<file path="src/rtl/de_pipe_stage.sv">
`default_nettype none
// ============================================================================
// Module      : de_pipe_stage
// Description : Elastic Decode->Execute pipeline register with valid/ready
//               handshake, 2-entry skid buffer (main + skid), flush-to-bubble
//               and synchronous active-high reset.
//               Optional statistics counters are enabled by defining the
//               macro DE_PIPE_STATS_EN (adds stall_cnt / flush_cnt ports).
// Revision    : 1.0 - initial release
// ============================================================================
module de_pipe_stage #(
  parameter int CTRL_W = 13,
  parameter int DATA_W = 16,
  parameter int ADDR_W = 3,
  parameter int FUNC_W = 4,
  parameter int CNT_W  = 16
) (
  input  logic              clk,
  input  logic              rst,
  input  logic              flush,
  input  logic              in_valid,
  output logic              in_ready,
  input  logic [CTRL_W-1:0] controlSignals_in,
  input  logic [DATA_W-1:0] readData1_in,
  input  logic [DATA_W-1:0] readData2_in,
  input  logic [ADDR_W-1:0] writeAdd_in,
  input  logic [FUNC_W-1:0] function_in,
  output logic              out_valid,
  input  logic              out_ready,
  output logic [CTRL_W-1:0] controlSignals_out,
  output logic [DATA_W-1:0] readData1_out,
  output logic [DATA_W-1:0] readData2_out,
  output logic [ADDR_W-1:0] writeAdd_out,
  output logic [FUNC_W-1:0] function_out
`ifdef DE_PIPE_STATS_EN
  ,
  output logic [CNT_W-1:0]  stall_cnt,
  output logic [CNT_W-1:0]  flush_cnt
`endif
);

  localparam int ENTRY_W = CTRL_W + 2*DATA_W + ADDR_W + FUNC_W;

  typedef enum logic [1:0] {
    EMPTY = 2'd0,
    ONE   = 2'd1,
    FULL  = 2'd2
  } state_t;

  state_t               state_q, state_d;
  logic [ENTRY_W-1:0]   main_q;
  logic [ENTRY_W-1:0]   skid_q;
  logic [ENTRY_W-1:0]   in_entry;
  logic                 accept;
  logic                 pop;
  logic                 load_main_in;
  logic                 load_main_skid;
  logic                 load_skid;

  // Handshake flags come straight from the registered state so no
  // combinational path exists from in_valid or out_ready.
  assign in_ready  = (state_q != FULL);
  assign out_valid = (state_q != EMPTY);
  assign accept    = in_valid & in_ready;
  assign pop       = out_valid & out_ready;

  assign in_entry = {controlSignals_in, readData1_in, readData2_in,
                     writeAdd_in, function_in};

  // Next-state and load-select decode; flush overrides normal operation.
  always_comb begin
    state_d        = state_q;
    load_main_in   = 1'b0;
    load_main_skid = 1'b0;
    load_skid      = 1'b0;
    if (flush) begin
      state_d = EMPTY;
    end else begin
      case (state_q)
        EMPTY: begin
          if (accept) begin
            load_main_in = 1'b1;
            state_d      = ONE;
          end
        end
        ONE: begin
          if (accept && pop) begin
            load_main_in = 1'b1;
          end else if (accept) begin
            load_skid = 1'b1;
            state_d   = FULL;
          end else if (pop) begin
            state_d = EMPTY;
          end
        end
        FULL: begin
          if (pop) begin
            load_main_skid = 1'b1;
            state_d        = ONE;
          end
        end
        default: state_d = EMPTY;
      endcase
    end
  end

  // State and entry storage; entries only change on an explicit load.
  always_ff @(posedge clk) begin
    if (rst) begin
      state_q <= EMPTY;
      main_q  <= '0;
      skid_q  <= '0;
    end else begin
      state_q <= state_d;
      if (load_main_in) begin
        main_q <= in_entry;
      end else if (load_main_skid) begin
        main_q <= skid_q;
      end
      if (load_skid) begin
        skid_q <= in_entry;
      end
    end
  end

  // Control bundle becomes a NOP bubble whenever no valid entry is held.
  assign controlSignals_out = out_valid ? main_q[ENTRY_W-1 -: CTRL_W] : '0;
  assign readData1_out      = main_q[ENTRY_W-CTRL_W-1 -: DATA_W];
  assign readData2_out      = main_q[ADDR_W+FUNC_W+DATA_W-1 -: DATA_W];
  assign writeAdd_out       = main_q[ADDR_W+FUNC_W-1 -: ADDR_W];
  assign function_out       = main_q[FUNC_W-1:0];

`ifdef DE_PIPE_STATS_EN
  logic [CNT_W-1:0] stall_cnt_q;
  logic [CNT_W-1:0] flush_cnt_q;
  logic [1:0]       held_cnt;
  logic [1:0]       drop_cnt;
  logic [CNT_W:0]   flush_sum;

  // Entries held at a flush, minus one already consumed by Execute, plus
  // the entry being presented (which is dropped).
  always_comb begin
    held_cnt = 2'd0;
    case (state_q)
      ONE:     held_cnt = 2'd1;
      FULL:    held_cnt = 2'd2;
      default: held_cnt = 2'd0;
    endcase
    drop_cnt  = held_cnt - {1'b0, pop} + {1'b0, in_valid};
    flush_sum = {1'b0, flush_cnt_q} + (CNT_W+1)'(drop_cnt);
  end

  // Saturating statistics counters, cleared only by reset.
  always_ff @(posedge clk) begin
    if (rst) begin
      stall_cnt_q <= '0;
      flush_cnt_q <= '0;
    end else begin
      if (out_valid && !out_ready && (stall_cnt_q != {CNT_W{1'b1}})) begin
        stall_cnt_q <= stall_cnt_q + CNT_W'(1);
      end
      if (flush) begin
        flush_cnt_q <= flush_sum[CNT_W] ? {CNT_W{1'b1}} : flush_sum[CNT_W-1:0];
      end
    end
  end

  assign stall_cnt = stall_cnt_q;
  assign flush_cnt = flush_cnt_q;
`endif

endmodule
`default_nettype wire

</file>
<file path="config.mk">
export PLATFORM = sky130hd
export DESIGN_NAME = de_pipe_stage
export DESIGN_NICKNAME = d
export VERILOG_FILES = /design/src/rtl/de_pipe_stage.sv
export SDC_FILE = /design/constraint.sdc
export NUM_CORES = 1
export LEC_CHECK = 0
export ABC_AREA = 0
export BUFFER_PORTS_ARGS = -buffer_cell sky130_fd_sc_hd__buf_2
export CAP_MARGIN = 15
export CORE_ASPECT_RATIO = 1.75
export CORE_MARGIN = 2
export CORE_UTILIZATION = 40
export DETAILED_ROUTE_END_ITERATION = 16
export HOLD_SLACK_MARGIN = 0.1
export PLACE_DENSITY_LB_ADDON = 0.2
export SLEW_MARGIN = 20
export SYNTH_ARGS = -nofsm -noshare
export SYNTH_HDL_FRONTEND = slang
export SYNTH_SLANG_ARGS = --single-unit
</file>
<file path="constraint.sdc">
create_clock -name clk -period 1.7 [get_ports clk]
set_input_delay 0.17 -clock clk [delete_from_list [all_inputs] [get_ports clk]]
set_output_delay 0.17 -clock clk [all_outputs]
set_load 0.05 [all_outputs]
</file>
**Word level (Yosys, flattened, before mapping)**

Index checks and enable logic that the tools add are counted.

- Bitwise gates (word level): 2
- Muxes and demuxes: 19
- Equality and inequality tests: 7
- Reductions and logical operators: 6

Operators by type and width:

| kind | count |
|---|---|
| $mux W52 | 2 |
| $mux W13 | 1 |
| $mux W2 | 5 |
| $mux W1 | 9 |
| $ne A2 B2 Y1 const B | 4 |
| $pmux W2 S3 | 1 |
| $reduce_and A4 Y1 | 1 |
| $reduce_bool A2 Y1 | 2 |
| $ne A3 B3 Y1 const B | 1 |
| $and A1 B1 Y1 | 2 |
| $eq A2 B1 Y1 const B | 1 |
| $eq A2 B2 Y1 const B | 1 |
| $logic_not A2 Y1 | 1 |
| $pmux W1 S2 | 1 |
| $reduce_or A2 Y1 | 1 |
| $logic_and A1 B1 Y1 | 1 |

- Input port bits: 57
- Register bits: 106
- Output and inout port bits: 54
- Logic and storage cells: 37

**Depth between registers and ports, before layout**

Gate-level depths: netlist of run 1.

- Depth after elaboration: 7
- Depth in mapped cells: 6

**Worst setup path after synthesis of run 1**

OpenSTA, ideal clock, no wires.

- Path kind: register to output
- From: register state_q[1]
- To: output controlSignals_out[10]
- Path buffers: 2
- Data arrival time: 1.441 ns
- Data required time: 1.530 ns
- Cell stages (with the launch flop): 5
- Path slack: 0.089 ns
- Cells stage by stage: dfxtp_1 > buf_4 > nor2_1 > clkbuf_1 > nor2b_1

- Cells in the longest elaborated chain, start to end: 2

RTL lines:

| item | RTL line | source |
|---|---|---|
| start, declared | 50 | `state_t state_q, state_d;` |
| start signal, assigned | 114 | `state_q <= state_d;` |
| $reduce_bool A2 Y1 | 63 | `assign out_valid = (state_q != EMPTY);` |
| $mux W13 | 127 | `assign controlSignals_out = out_valid ? main_q[ENTRY_W-1 -: CTRL_W] : '0;` |
| end, declared | 30 | `output logic [CTRL_W-1:0] controlSignals_out,` |

No other way between the ends.

**Worst setup path in the final report of run 1**

- From: register state_q[1]
- To: output controlSignals_out[5]

Same word-level chain as after synthesis.

==> flow_summary.yaml, run 1 <==
global_route:
  antenna_found_initial: 0
  grt_remaining_overflow: 0
  grt_max_degree: 57
  grt_first_pass_wirelength_um: 21160
  grt_pass1_vias: 4381
  grt_use_total: 0.2025
yosys:
  syn_avg_cell_area_um2: 7.997
  synth_top_area_share: 0.4379
  netlist_area_mm2: 0.004846
  netlist_instances: 606
  synth_cell_types: 26
  synth-seq-cells: 106
  synth_area_leaders: "dfxtp_1 44%, a311oi_1 9.4%, nand2_1 8.1%, buf_4 6.5%, a21oi_1 5.5%"
  ys_seq_area_frac: 0.4379
  synth_fp_nets: 663
  yosysWarnings: 0
  synth_area_leader_cell: "dfxtp_1"
place:
  dp_cells: 768
  portBuffers: 110
  pre_cts_ws_ns: 0.1193
  postPlaceCellArea_mm2: 0.005230
  hpwlAfterDp_um: 8139
  globalplace.congestion: 0.7326
setup_path:
  timing.rr.start: "state_q[1]"
  worstPathMaxFanout: 9
  critPathLaunchType: "flip-flop"
  path_class: "reg -> out"
  crit_arrival_ns: 1.46
  critPathLaunch: "state_q[1]"
  required_ns: 1.53
  worstSetupEndpointType: "output pin"
die:
  start_util: 0.4060
  io_pins: 111
  rows: 53
  core-area_mm2: 0.01194
  die_w_um: 87.20
  die-area_mm2: 0.01305
  die_h_um: 149.6
route:
  drt_drc_violations_left: 0
  initialDrtViolationCount: 202
  post_drt_wl_per_cell_um: 16.00
  viasPerCell: 5.598
  detail-route-antenna-nets: 0
  vias: 4680
  first_pass_iters: 5
  routed_wl_um: 13370
power_and_ir_drop:
  leakagePower_nw: 2.245
  irDropWorstVdd_mv: 0.5651
  fin_total_pwr_mw: 5.630
  p_per_area_mw_per_mm2: 925.5
layout:
  stdcell_area_mm2: 0.006083
  final_cells: 836
  nNetsFinal: 751
  diodes: 0
  fin_util: 0.5096
  drive_gt1_frac: 0.2217
  area_growth_pct: 25.54
timing:
  fin_ws_ns: 0.07006
  whs_ns: 0.1165
  post-route-min-period_ns: 1.630
  tns_ns: 0
  hold_viol_final: 0
  skew_ns: 0.007372
  finalSetupViolations: 0
  fmaxAchievable_ghz: 0.6135
  fin_crit_sh: 0.9588
  slew_violations: 0
  tightest_slew_ns: 0.5906
  slew-limit-headroom: 0.6063
  grt_setup_unrepaired: "false"
clock_network:
  clkLatencyLatePin_ns: 0.35
  clk_pin_slew_worst_paths_ns: 0.07
  post_cts_buffers: 0
  cts-buffers-inserted: 9
  cts-root-buf: "clkbuf_16"
  clock-sinks: 106
  cts_buffer_depth: 2
  htreeDepth: 3
  tritoncts: "built"
worst_hold_path:
  min-delay-start: "readData1_in[11]"
  hp-class: "in -> reg"
status:
  outcome: "finished clean"
run:
  drv_cap: 0
worst max-delay path, cell delays in order (launching register included):
cell and delay [ns]:
dfxtp_4 0.38, nor2_1 0.25, buf_4 0.21, nor2b_1 0.06, clkbuf_4 0.21
layout by cell type (no fill, tap or decap), types with 3 or more instances in the layout:
cell	instances
dfxtp_1	104
clkbuf_16	9
nand2_1	105
nor2_1	3
buf_4	15
a311oi_1	52
buf_2	99
nor2b_1	13
a21oi_1	53
nor3_1	52
buf_12	9
clkinv_4	3
nand3_1	52
dlygate4sd3_1	52
o21ai_0	51
clkbuf_4	6
registers in the layout, summed over array words and instances, names as in the netlist:
signal   count
state_q      2
main_q      52
skid_q      52
logic make-up after synthesis:
logic type / share of synthesized area
and+or+nand+nor: 0.2275
AOI/OAI and AO/OA: 0.2058
DFF: 0.4379
buffers and inverters: 0.1268
muxes: 0.002066
power by group:
group	internal, mW	leakage [nW]	total, mW	switching [mW]
combinational	0.309	1.23	0.894	0.585
sequential	2.58	0.866	2.63	0.0540
clock	1.15	0.146	2.10	0.949
cells in the mapped netlist:
library cell,count
nor2_1,3
and4bb_2,1
mux2i_1,1
nand2b_1,2
nor2b_1,14
inv_1,1
nor3_1,52
o21ai_1,1
a311oi_1,52
nand3_1,52
buf_4,42
nor3b_4,1
nand3b_1,1
nand2_1,105
clkbuf_1,27
o21ai_0,51
nand2_2,1
a21oi_1,53
nand4bb_1,1
dfxtp_1,106
buf_6,3
o21a_1,1
or3b_2,1
buf_2,32
a2111oi_0,1
or3b_4,1
path summary, 6_finish.rpt:
kind,cells after the start,end,slack [ns]
max,4,controlSignals_out[5],0.07
min,3,skid_q[34],0.12
max reg2reg,4,skid_q[28],0.26
min reg2reg,2,skid_q[7],0.48
area by class of cell:
cell class	count	area (µm²)
sequential	106	2127
tap	137	171.4
clock buffer	9	225.2
timing repair buffer	181	1354
inverter	1	3.754
fill	1171	5853
multi-input combinational	395	2125
clock inverter	7	77.57
metal layers:
metal	wire length, µm	global-route usage	vias up
met3	541	0.03144	18
met5	0	0	-
met1	5578	0.2492	2243
met4	306	0.08846	0
met2	6946	0.3447	133
li1	-	-	2286
what timing repair did:
action / 4_1_cts / 5_1_grt
hold buffers: 52 / 0
hold endpoints to repair: 52 / 0
endpoints found under the setup margin: 14 / 6
resized for setup: 6 / 7
pin swaps: 0 / 0
(Power assumes the default switching activity.)
==> inputs of run 2 (changes only) <==
--- a/config.mk
+++ b/config.mk
@@ -7,10 +7,12 @@
 export LEC_CHECK = 0
 export ABC_AREA = 0
 export BUFFER_PORTS_ARGS = -buffer_cell sky130_fd_sc_hd__buf_2
-export CAP_MARGIN = 15
+export CAP_MARGIN = 20
+export CELL_PAD_IN_SITES_DETAIL_PLACEMENT = 1
+export CELL_PAD_IN_SITES_GLOBAL_PLACEMENT = 2
 export CORE_ASPECT_RATIO = 1.75
 export CORE_MARGIN = 2
-export CORE_UTILIZATION = 40
+export CORE_UTILIZATION = 31
 export DETAILED_ROUTE_END_ITERATION = 16
 export HOLD_SLACK_MARGIN = 0.1
 export PLACE_DENSITY_LB_ADDON = 0.2
==> run 2 against run 1 <==
  * First-iteration DRC count is 25% lower
  * Combinational power is 2.6% higher
  * Final area is 1.8% higher
  * Hold slack worse by 0.0093 ns
  * Setup slack worse by 0.0027 ns
  * Non-clock buffer count is 4 lower
  * Routed wire length is 20% higher
  * Critical endpoint is now skid_q[31]
  * Largest cell class is now multi-input gates
  * Largest power group unchanged
  * Highest routed layer unchanged
==> flow_summary.yaml, run 2 (synthesis results as in run 1) <==
status:
  outcome: "finished clean"
timing:
  slew_violations: 0
  whs_ns: 0.1071
  finalSetupViolations: 0
  fin_crit_sh: 0.9604
  post-route-min-period_ns: 1.633
  fin_ws_ns: 0.06732
  grt_setup_unrepaired: "true"
  tightest_slew_ns: 0.5687
  hold_viol_final: 0
  slew-limit-headroom: 0.6208
  fmaxAchievable_ghz: 0.6125
  skew_ns: 0.007020
setup_path:
  required_ns: 1.91
  worstPathMaxFanout: 56
  cpMaxStageDelayCell: "dlygate4sd3_1"
  worstSetupEndpointType: "flip-flop"
  max_stage_delay_ns: 0.56
  path_cells: "dlygate4sd3_1 -> buf_2 -> or3b_4 -> buf_12 -> o21ai_0 -> a21oi_1"
  ff2ff_setup_slack_ns: 0.17
  path_buf_inv: 3
  critPathLaunchType: "input pin"
  path_class: "in -> reg"
  crit_arrival_ns: 1.84
  cp_top_family: "buffers and inverters"
die:
  die_w_um: 98.51
  die-area_mm2: 0.01669
  start_util: 0.3164
  rows: 60
  core-area_mm2: 0.01531
  die_h_um: 169.4
  io_pins: 111
layout:
  nNetsFinal: 747
  layout_common_cells: "105 x nand2_1, 104 x dfxtp_1, 96 x buf_2, 53 x a21oi_1"
  top_regs: "main_q x52, skid_q x52, state_q x2"
  final_cells: 883
  area_growth_pct: 27.81
  drive_gt1_frac: 0.2403
  fin_util: 0.4044
  layout_commonest_cell: "nand2_1"
global_route:
  grt_remaining_overflow: 0
  grt_first_pass_wirelength_um: 25970
  grt_max_degree: 59
  antenna_found_initial: 2
  grt_use_total: 0.1922
  grt_pass1_vias: 4983
place:
  hpwlAfterDp_um: 9855
  dp_cells: 819
  pre_cts_ws_ns: 0.1423
  globalplace.congestion: 0.7447
  portBuffers: 110
clock_network:
  htreeDepth: 3
  tritoncts: "built"
  clock-sinks: 106
  clk_pin_slew_worst_paths_ns: 0.07
  cts_buffer_depth: 2
  clkLatencyLatePin_ns: 0.35
  cts-root-buf: "clkbuf_16"
  cts-buffers-inserted: 9
route:
  initialDrtViolationCount: 152
  first_pass_iters: 4
  met1Wirelength_um: 6823
  post_drt_wl_per_cell_um: 18.12
  drt_drc_violations_left: 0
  routed_wl_um: 16000
  vias: 4750
  viasPerCell: 5.379
  wl_met2_um: 8407
  detail-route-antenna-nets: 0
  routed-wl-met3_um: 453
  dr.max_layer_used: "met4"
worst_hold_path:
  hp-class: "in -> reg"
power_and_ir_drop:
  p_per_area_mw_per_mm2: 926.5
  leakagePower_nw: 2.257
  irDropWorstVdd_mv: 0.3969
  fin_total_pwr_mw: 5.738
run:
  drv_cap: 0
## run 2: changes by cell type in the layout (fill, tap and decap cells not counted), sizes merged
cell,before,now
dlygate4sd3,52,44
buf,123,133
clkinv,4,2
inv,2,3
diode,0,2
clkbuf,15,10
## run 2: tightest hold or removal path: cells and delay by family
kind | cells | cell delay (ns)
simple gates | 1 | 0.06
compound gates | 1 | 0.06
buf+inv | 1 | 0.11
## run 2: metrics by stage
stage	instance area, µm²	setup TNS (ns)
after floorplan	4846	0
after global placement	5306	0
after detailed placement	5306	0
after CTS	6120	-0.01622
after global routing	6193	-0.005326
final	6193	0
## run 2: cell type report
type                            instances  area, µm²
Clock inverter                          6      72.57
Sequential cell                       106       2127
Inverter                                1      3.754
Clock buffer                           10      239.0
Multi-Input combinational cell        395       2157
Fill cell                            1866       9121
Tap cell                              186      232.7
Antenna cell                            2      5.005
Timing Repair Buffer                  177       1356
## run 2: what timing repair did
action                                  4_1_cts  5_1_grt
gates resized for setup                      22       18
endpoints found under the setup margin       14       55
hold buffers                                 44        0
pin swaps                                     0        1
endpoints found under the hold margin        44        0
cloned                                        0        1
setup buffers                                 0        1
## run 2: path summary, 6_finish.rpt
path,startpoint,end,depth (start not counted)
worst max-delay path,flush,skid_q[31],6
worst min-delay path,readData1_in[11],skid_q[34],3
worst max register to register,state_q[1],main_q[22],5
worst min register to register,skid_q[6],main_q[6],2
## run 2: metal layers
layer | GRT usage | vias up
li1 | - | 2276
met1 | 0.2311 | 2365
met2 | 0.3487 | 91
met3 | 0.02554 | 18
met4 | 0.06492 | 0
met5 | 0 | -
## run 2: power breakdown
group | internal, mW | switching (mW) | total, mW
sequential | 2.58 | 0.0566 | 2.64
combinational | 0.311 | 0.606 | 0.917
clock | 1.20 | 0.985 | 2.19
total | 4.09 | 1.65 | 5.74
==> inputs of run 3 (changes only) <==
--- a/config.mk
+++ b/config.mk
@@ -15,7 +15,8 @@
 export CORE_UTILIZATION = 31
 export DETAILED_ROUTE_END_ITERATION = 16
 export HOLD_SLACK_MARGIN = 0.1
-export PLACE_DENSITY_LB_ADDON = 0.2
+export PLACE_DENSITY = 0.85
+export RECOVER_POWER = 25
 export SLEW_MARGIN = 20
 export SYNTH_ARGS = -nofsm -noshare
 export SYNTH_HDL_FRONTEND = slang
==> run 3 against run 2 <==
  * Clock power down 5%
  * Non-clock buffer count shrank 5
  * Clock skew barely moved
==> flow_summary.yaml, run 3 (synthesis results as in run 1) <==
status:
  outcome: "finished clean"
setup_path:
  max_stage_delay_ns: 0.42
  critPathLaunchType: "flip-flop"
  path_class: "reg -> reg"
  required_ns: 1.89
  worstSetupEndpointType: "flip-flop"
  cpMaxStageDelayCell: "or3b_4"
  path_cells: "buf_4 -> or3b_4 -> buf_6 -> nor3_1 -> a311oi_1"
  worstPathMaxFanout: 44
  crit_arrival_ns: 1.80
clock_network:
  htreeDepth: 3
  clock-sinks: 106
  tritoncts: "built"
  clkLatencyLatePin_ns: 0.34
  cts_buffer_depth: 2
  clk_pin_slew_worst_paths_ns: 0.07
  cts-buffers-inserted: 9
  cts-root-buf: "clkbuf_16"
timing:
  post-route-min-period_ns: 1.608
  tightest_slew_ns: 0.6222
  fmaxAchievable_ghz: 0.6220
  fin_crit_sh: 0.9458
  slew_violations: 0
  finalSetupViolations: 0
  slew-limit-headroom: 0.5870
  skew_ns: 0.007018
  grt_setup_unrepaired: "true"
  hold_viol_final: 0
  whs_ns: 0.1047
place:
  portBuffers: 110
  hpwlAfterDp_um: 9810
  dp_cells: 816
  globalplace.congestion: 0.7266
  postPlaceCellArea_mm2: 0.005246
layout:
  layout_common_cells: "106 x dfxtp_1, 105 x nand2_1, 71 x buf_2, 53 x a21oi_1"
  drive_gt1_frac: 0.1667
  nNetsFinal: 742
  layout_commonest_cell: "dfxtp_1"
  area_growth_pct: 22.93
  top_regs: "main_q x52, skid_q x52, state_q x2"
  fill_cells: 1900
  final_cells: 878
  fin_util: 0.3890
  stdcell_area_mm2: 0.005957
die:
  core-area_mm2: 0.01531
  start_util: 0.3164
  die_h_um: 169.4
  die-area_mm2: 0.01669
  die_w_um: 98.51
  rows: 60
  io_pins: 111
route:
  vias: 4690
  detail-route-antenna-nets: 0
  initialDrtViolationCount: 185
  routed_wl_um: 15200
  drt_drc_violations_left: 0
  first_pass_iters: 4
  post_drt_wl_per_cell_um: 17.31
  viasPerCell: 5.342
power_and_ir_drop:
  irDropWorstVdd_mv: 0.4496
  p_per_area_mw_per_mm2: 939.2
  leakagePower_nw: 2.048
  fin_total_pwr_mw: 5.595
global_route:
  grt_pass1_vias: 4949
  grt_first_pass_wirelength_um: 24810
  grt_remaining_overflow: 0
  grt_use_total: 0.1823
  grt_max_degree: 77
  antenna_found_initial: 2
run:
  drv_cap: 0
worst_hold_path:
  hp-class: "in -> reg"
-- run 3: cell count changes in the layout (fill, tap and decap cells not counted), sizes merged --
| cell | previous run | this run |
|---|---|---|
| buf | 133 | 90 |
| clkinv | 2 | 3 |
| inv | 3 | 1 |
| clkinvlp | 1 | 2 |
| clkbuf | 10 | 48 |
-- run 3: worst max-delay path, delay by kind of cell, from the launching register on --
family	cells	cell delay (ns)
buffers and inverters	2	0.39
DFF	1	0.34
AOI/OAI and AO/OA	1	0.08
and+or+nand+nor	2	0.62
-- run 3: area by class of cell --
| cell class | count | area (µm²) | area share |
|---|---|---|---|
| multi-input cells | 395 | 2137 | 0.3587 |
| flip-flops and latches | 106 | 2122 | 0.3562 |
| repair buffers | 172 | 1160 | 0.1947 |
| well taps | 186 | 232.7 | 0.03907 |
| clock buffers | 10 | 229.0 | 0.03844 |
| clock inverters | 6 | 67.56 | 0.01134 |
| diodes | 2 | 5.005 | 0.0008402 |
| inverters | 1 | 3.754 | 0.0006301 |
-- run 3: per-stage QoR --
step | TNS (ns) | worst slack (ns)
3_3_place_gp | 0 | 0.1474
3_5_place_dp | 0 | 0.03448
4_1_cts | 0 | 0.03082
6_report | 0 | 0.09222
2_1_floorplan | 0 | 0.08945
5_1_grt | -0.02183 | -0.01402
-- run 3: final timing paths --
kind	startpoint	to	slack, ns	cells past startpoint
max	state_q[1]	main_q[30]	0.09	5
min	readData1_in[1]	skid_q[24]	0.10	3
max reg2reg	state_q[1]	main_q[30]	0.09	5
min reg2reg	skid_q[51]	skid_q[51]	0.48	2
-- run 3: routing by layer --
| layer | track usage | wire (µm) | share of wire | vias up |
|---|---|---|---|---|
| li1 | - | - | - | 2274 |
| met1 | 0.2008 | 6114 | 0.40 | 2308 |
| met2 | 0.3463 | 8301 | 0.55 | 83 |
| met3 | 0.02595 | 392 | 0.026 | 25 |
| met4 | 0.07028 | 388 | 0.026 | 0 |
| met5 | 0 | 0 | 0 | - |
-- run 3: power by group --
group | switching [mW] | total, mW | internal, mW
registers | 0.0534 | 2.63 | 2.58
logic | 0.596 | 0.870 | 0.273
clock network | 0.944 | 2.09 | 1.15
-- run 3: timing repair --
item,in CTS,in global routing
endpoints found under the setup margin,14,31
buffers inserted,0,0
pin swaps,0,3
hold buffers,44,0
endpoints found under the hold margin,44,0
gates resized for setup,2,3
